===== config.mk =====
export PLATFORM = sky130hd
export DESIGN_NAME = instr_encoder
export DESIGN_NICKNAME = d
export VERILOG_FILES = /design/src/rtl/instr_encoder.sv
export SDC_FILE = /design/constraint.sdc
export NUM_CORES = 1
export LEC_CHECK = 0
export BUFFER_PORTS_ARGS = -buffer_cell sky130_fd_sc_hd__buf_2
export CAP_MARGIN = 20
export CORE_UTILIZATION = 54
export DETAILED_ROUTE_END_ITERATION = 6
export GPL_TIMING_DRIVEN = 1
export PLACE_DENSITY_LB_ADDON = 0.1
export SLEW_MARGIN = 20
export SYNTH_ARGS = -nofsm -noshare
export SYNTH_HDL_FRONTEND = slang
export SYNTH_SLANG_ARGS = --single-unit
export TNS_END_PERCENT = 5

===== constraint.sdc =====
create_clock -name clk -period 4.6 [get_ports clk]
set_clock_uncertainty 0.1 [all_clocks]
set_input_delay 0 -clock clk [delete_from_list [all_inputs] [get_ports clk]]
set_output_delay 0 -clock clk [all_outputs]
set_load 0.02 [all_outputs]

===== src/rtl/instr_encoder.sv =====
// Builds RV32I instruction words from decoded fields and writes them in
// order into instruction memory, one word per accepted request.
module instr_encoder #(
    parameter int ADDR_W = 8,
    parameter int DEPTH  = 256
) (
    input  logic                     clk,
    input  logic                     rst,
    input  logic                     start,
    input  logic                     clear,
    input  logic                     in_valid,
    output logic                     in_ready,
    input  logic [2:0]               in_class,
    input  logic [4:0]               in_rd,
    input  logic [4:0]               in_rs1,
    input  logic [4:0]               in_rs2,
    input  logic [2:0]               in_funct3,
    input  logic [6:0]               in_funct7,
    input  logic signed [20:0]       in_imm,
    output logic                     imem_we,
    output logic [ADDR_W-1:0]        imem_addr,
    output logic [31:0]              imem_wdata,
    output logic                     err_illegal,
    output logic                     err_range,
    output logic [ADDR_W:0]          count,
    output logic                     full
);

    typedef enum logic [1:0] {ST_IDLE, ST_RUN, ST_FULL} state_t;

    localparam logic [2:0] CLS_R      = 3'd0;
    localparam logic [2:0] CLS_ALU_I  = 3'd1;
    localparam logic [2:0] CLS_LOAD   = 3'd2;
    localparam logic [2:0] CLS_STORE  = 3'd3;
    localparam logic [2:0] CLS_BRANCH = 3'd4;
    localparam logic [2:0] CLS_JAL    = 3'd5;

    localparam logic [ADDR_W:0] LAST_WORD = (ADDR_W+1)'(DEPTH - 1);

    state_t state;
    logic   accept;
    logic   illegal_cls;
    logic   imm_ok;
    logic [31:0] enc_word;

    function automatic logic [31:0] encode(
        input logic [2:0]        cls,
        input logic [4:0]        rd,
        input logic [4:0]        rs1,
        input logic [4:0]        rs2,
        input logic [2:0]        f3,
        input logic [6:0]        f7,
        input logic signed [20:0] imm
    );
        case (cls)
            CLS_R:      encode = {f7, rs2, rs1, f3, rd, 7'b0110011};
            CLS_ALU_I:  encode = {imm[11:0], rs1, f3, rd, 7'b0010011};
            CLS_LOAD:   encode = {imm[11:0], rs1, f3, rd, 7'b0000011};
            CLS_STORE:  encode = {imm[11:5], rs2, rs1, f3, imm[4:0], 7'b0100011};
            CLS_BRANCH: encode = {imm[12], imm[10:5], rs2, rs1, f3,
                                  imm[4:1], imm[11], 7'b1100011};
            CLS_JAL:    encode = {imm[20], imm[10:1], imm[11], imm[19:12],
                                  rd, 7'b1101111};
            default:    encode = 32'h0;
        endcase
    endfunction

    function automatic logic imm_in_range(
        input logic [2:0]         cls,
        input logic signed [20:0] imm
    );
        case (cls)
            CLS_ALU_I, CLS_LOAD, CLS_STORE:
                imm_in_range = (imm >= -21'sd2048) && (imm <= 21'sd2047);
            CLS_BRANCH:
                imm_in_range = (imm >= -21'sd4096) && (imm <= 21'sd4094) && !imm[0];
            CLS_JAL:
                imm_in_range = !imm[0];
            default:
                imm_in_range = 1'b1;
        endcase
    endfunction

    assign in_ready    = (state == ST_RUN);
    assign full        = (state == ST_FULL);
    assign accept      = in_valid & in_ready;
    assign illegal_cls = (in_class == 3'd6) || (in_class == 3'd7);
    assign imm_ok      = imm_in_range(in_class, in_imm);
    assign enc_word    = encode(in_class, in_rd, in_rs1, in_rs2, in_funct3, in_funct7, in_imm);

    // Registered write port and error pulses; clear beats start and any accept.
    always_ff @(posedge clk) begin
        if (rst) begin
            state       <= ST_IDLE;
            count       <= '0;
            imem_we     <= 1'b0;
            imem_addr   <= '0;
            imem_wdata  <= '0;
            err_illegal <= 1'b0;
            err_range   <= 1'b0;
        end else begin
            imem_we     <= 1'b0;
            err_illegal <= 1'b0;
            err_range   <= 1'b0;
            if (clear) begin
                state <= ST_IDLE;
                count <= '0;
            end else begin
                case (state)
                    ST_IDLE: if (start) state <= ST_RUN;
                    ST_RUN: begin
                        if (accept) begin
                            if (illegal_cls) begin
                                err_illegal <= 1'b1;
                            end else if (!imm_ok) begin
                                err_range <= 1'b1;
                            end else begin
                                imem_we    <= 1'b1;
                                imem_addr  <= count[ADDR_W-1:0];
                                imem_wdata <= enc_word;
                                count      <= count + (ADDR_W+1)'(1);
                                if (count == LAST_WORD) state <= ST_FULL;
                            end
                        end
                    end
                    ST_FULL: state <= ST_FULL;
                    default: state <= ST_IDLE;
                endcase
            end
        end
    end

endmodule


==> impl_metrics.tcl <==
set metrics [dict create \
    diodes 0 \
    wl_per_cell_um 15.96 \
    synth_top_area_cell "dfxtp_1" \
    grt_pass1_vias 2793 \
    die_w_um 76.71 \
    synth_top_area_frac 0.3454 \
    syn_nets 430 \
    synth_enable_flop_cells 0 \
    drt_iter0_drc 327 \
    tightest_slew_ns 1.024 \
    clk_latency_ns 0.30 \
    ant_nets 0 \
    dp_hpwl_mm 5.831 \
    max_freq_mhz 339.6 \
    worstPathMaxFanout 27 \
    seq_area_frac_synth 0.3454 \
    critical_path_class "in2reg" \
    critPathRequiredTime_ns 4.70 \
    final_layout_size_suffix_gt1_frac 0.2810 \
    start_kind "primary input" \
    syn_area_per_cell_um2 8.124 \
    relSlewSlack 0.3174 \
    initial_utilization 0.5755 \
    path_clk_slew_ns 0.10 \
    ir_drop_uv 151.8 \
    arrival_ns 3.04 \
    wl_mm 8.444 \
    status "finished clean" \
    rsz0062_at_grt "false" \
    cts_setup_buffers 0 \
    synthTopCellsByArea "dfxtp_1 35%, a21oi_1 8.1%, a31oi_1 4.2%, a211oi_2 3.7%, nand2_1 3.5%" \
    remaining_drc_errors 0 \
    min_period_ns 2.944 \
    die_h_um 76.71 \
    yosysMostFrequentCell "dfxtp_1" \
    finalHoldViolCount 0 \
    hp-class "in2reg" \
    cap_viol_max_count 0 \
    async_flop_share 0 \
    period_share 0.6401 \
    grt_max_degree 45 \
    vias 3278 \
    setup_tns_ns 0 \
    num_rows 26 \
    via_per_inst 6.197 \
    antenna_found_initial 0 \
    syn_area_um2 3014 \
    holdBufCountCts 8 \
    drv_slew 0 \
    netlist_instances 371 \
    ioPinCount 108 \
    grt_pass1_wl_mm 13.73 \
    gp_congestion 0.8967 \
    cts_tree "built" \
    fin_util 0.7023 \
    grt_remaining_overflow 0 \
    area_delta_synth_final_pct 22.04 \
    grt_use_total 0.2844 \
    htreeDepth 2 \
    clock-sinks 52 \
    synth.distinct_cells 45 \
    power_density_nw_per_um2 247.8 \
    cts_buffers 5 \
    nets 517 \
    port_buffers 107 \
    die_area_um2 5884 \
    root_buffer "clkbuf_8" \
    ys_top_cells_by_count "52 x dfxtp_1, 49 x a21oi_1, 28 x nand2_1" \
    final-setup-viol-count 0 \
    cp-end-kind "register" \
    drt-pass1-iter-count 5 \
    yosys_warnings 0 \
    fp.coreArea_um2 5238 \
    post_cts_resized 0 \
    power.leakage_nw 1.480 \
    cts_buffer_depth 2 \
    synth-seq-cells 52 \
    synth_ff_type "dfxtp_1" \
]
[per-layer routing]
metal / wire length, µm / GRT usage / vias to the layer above
met5: 0 / 0 / -
met4: 70 / 0.06923 / 0
met3: 620 / 0.04405 / 12
met2: 3799 / 0.4286 / 149
met1: 3953 / 0.4208 / 1519
li1: - / - / 1598
[registers in the layout, indices dropped and copies added, names as in the netlist]
signal and flops:
state 2, imem_we 1, err_range 1, count 9, imem_addr 8, imem_wdata 30, err_illegal 1
[per-stage QoR]
stage                     cell area (µm²)  total power, mW  std cells  setup slack [ns]  hold WS (ns)
final                                3679           0.9114        529             1.656       0.01433
after global routing                 3679           0.9529        529             1.503      0.009569
after CTS                            3679           0.9131        529             1.761     0.0008307
after detailed placement             3491           0.6037        513             1.434        0.1906
after global placement               3491           0.6025        513             1.577        0.1970
after floorplan                      3014           0.5559        371             2.513       0.06318
[path summary, 6_finish.rpt]
kind,start,to,slack [ns],cells past startpoint
setup / recovery,in_class[2],imem_wdata[4],1.66,8
hold / removal,in_valid,state[1],0.01,4
setup reg to reg,state[1],count[5],2.19,5
hold reg to reg,imem_wdata[23],imem_wdata[23],0.36,2
[power by group]
| part | leakage [nW] | internal, mW | switching (mW) | total [mW] |
|---|---|---|---|---|
| Combinational | 1.01 | 0.0528 | 0.0967 | 0.150 |
| Sequential | 0.419 | 0.452 | 0.00118 | 0.453 |
| Clock | 0.0552 | 0.162 | 0.147 | 0.309 |
| Total | 1.48 | 0.666 | 0.245 | 0.911 |
[area by class of cell]
type                            instances  area, µm²
Multi-Input combinational cell        273       1774
Fill cell                             456       1559
Sequential cell                        52       1041
Timing Repair Buffer                  118      638.1
Tap cell                               70      87.58
Clock buffer                            6      72.57
Clock inverter                          2      35.03
Inverter                                8      30.03
[kinds of logic after synthesis]
kind of cell | after synthesis | synth area share
adders and majority gates | 5 | 0.02076
and+or+nand+nor | 117 | 0.2001
muxes | 11 | 0.03695
xor gates and xnor gates | 1 | 0.002906
AOI/OAI and AO/OA | 139 | 0.3246
buffers and inverters | 46 | 0.06932
DFF | 52 | 0.3454
[placed cells by master (no fill, tap or decap), types with 2 or more instances in the layout]
master,count
a211oi_1,8
a211oi_2,9
a21oi_1,48
a221oi_1,9
a22oi_1,11
a311o_1,5
a31oi_1,20
a41o_1,2
and3_1,3
buf_2,107
buf_4,3
clkbuf_8,5
clkinv_1,3
dfxtp_1,52
dlygate4sd3_1,8
ha_1,5
inv_1,5
mux2i_1,10
nand2_1,28
nand2b_1,9
nand3_1,21
nand4_1,14
nor2_1,17
nor2b_1,4
nor3_1,7
nor4b_1,2
o21ai_0,3
o21ai_1,2
o31ai_1,14
or3_1,2
or4_1,6
[critical path: stages]
cell	delay, ns
buf_2	0.43
clkinv_1	0.57
nor3_1	0.57
a211oi_4	0.11
buf_4	0.23
nor3_4	0.34
buf_4	0.40
mux2_1	0.35
Power figures use the tool's default switching activity.
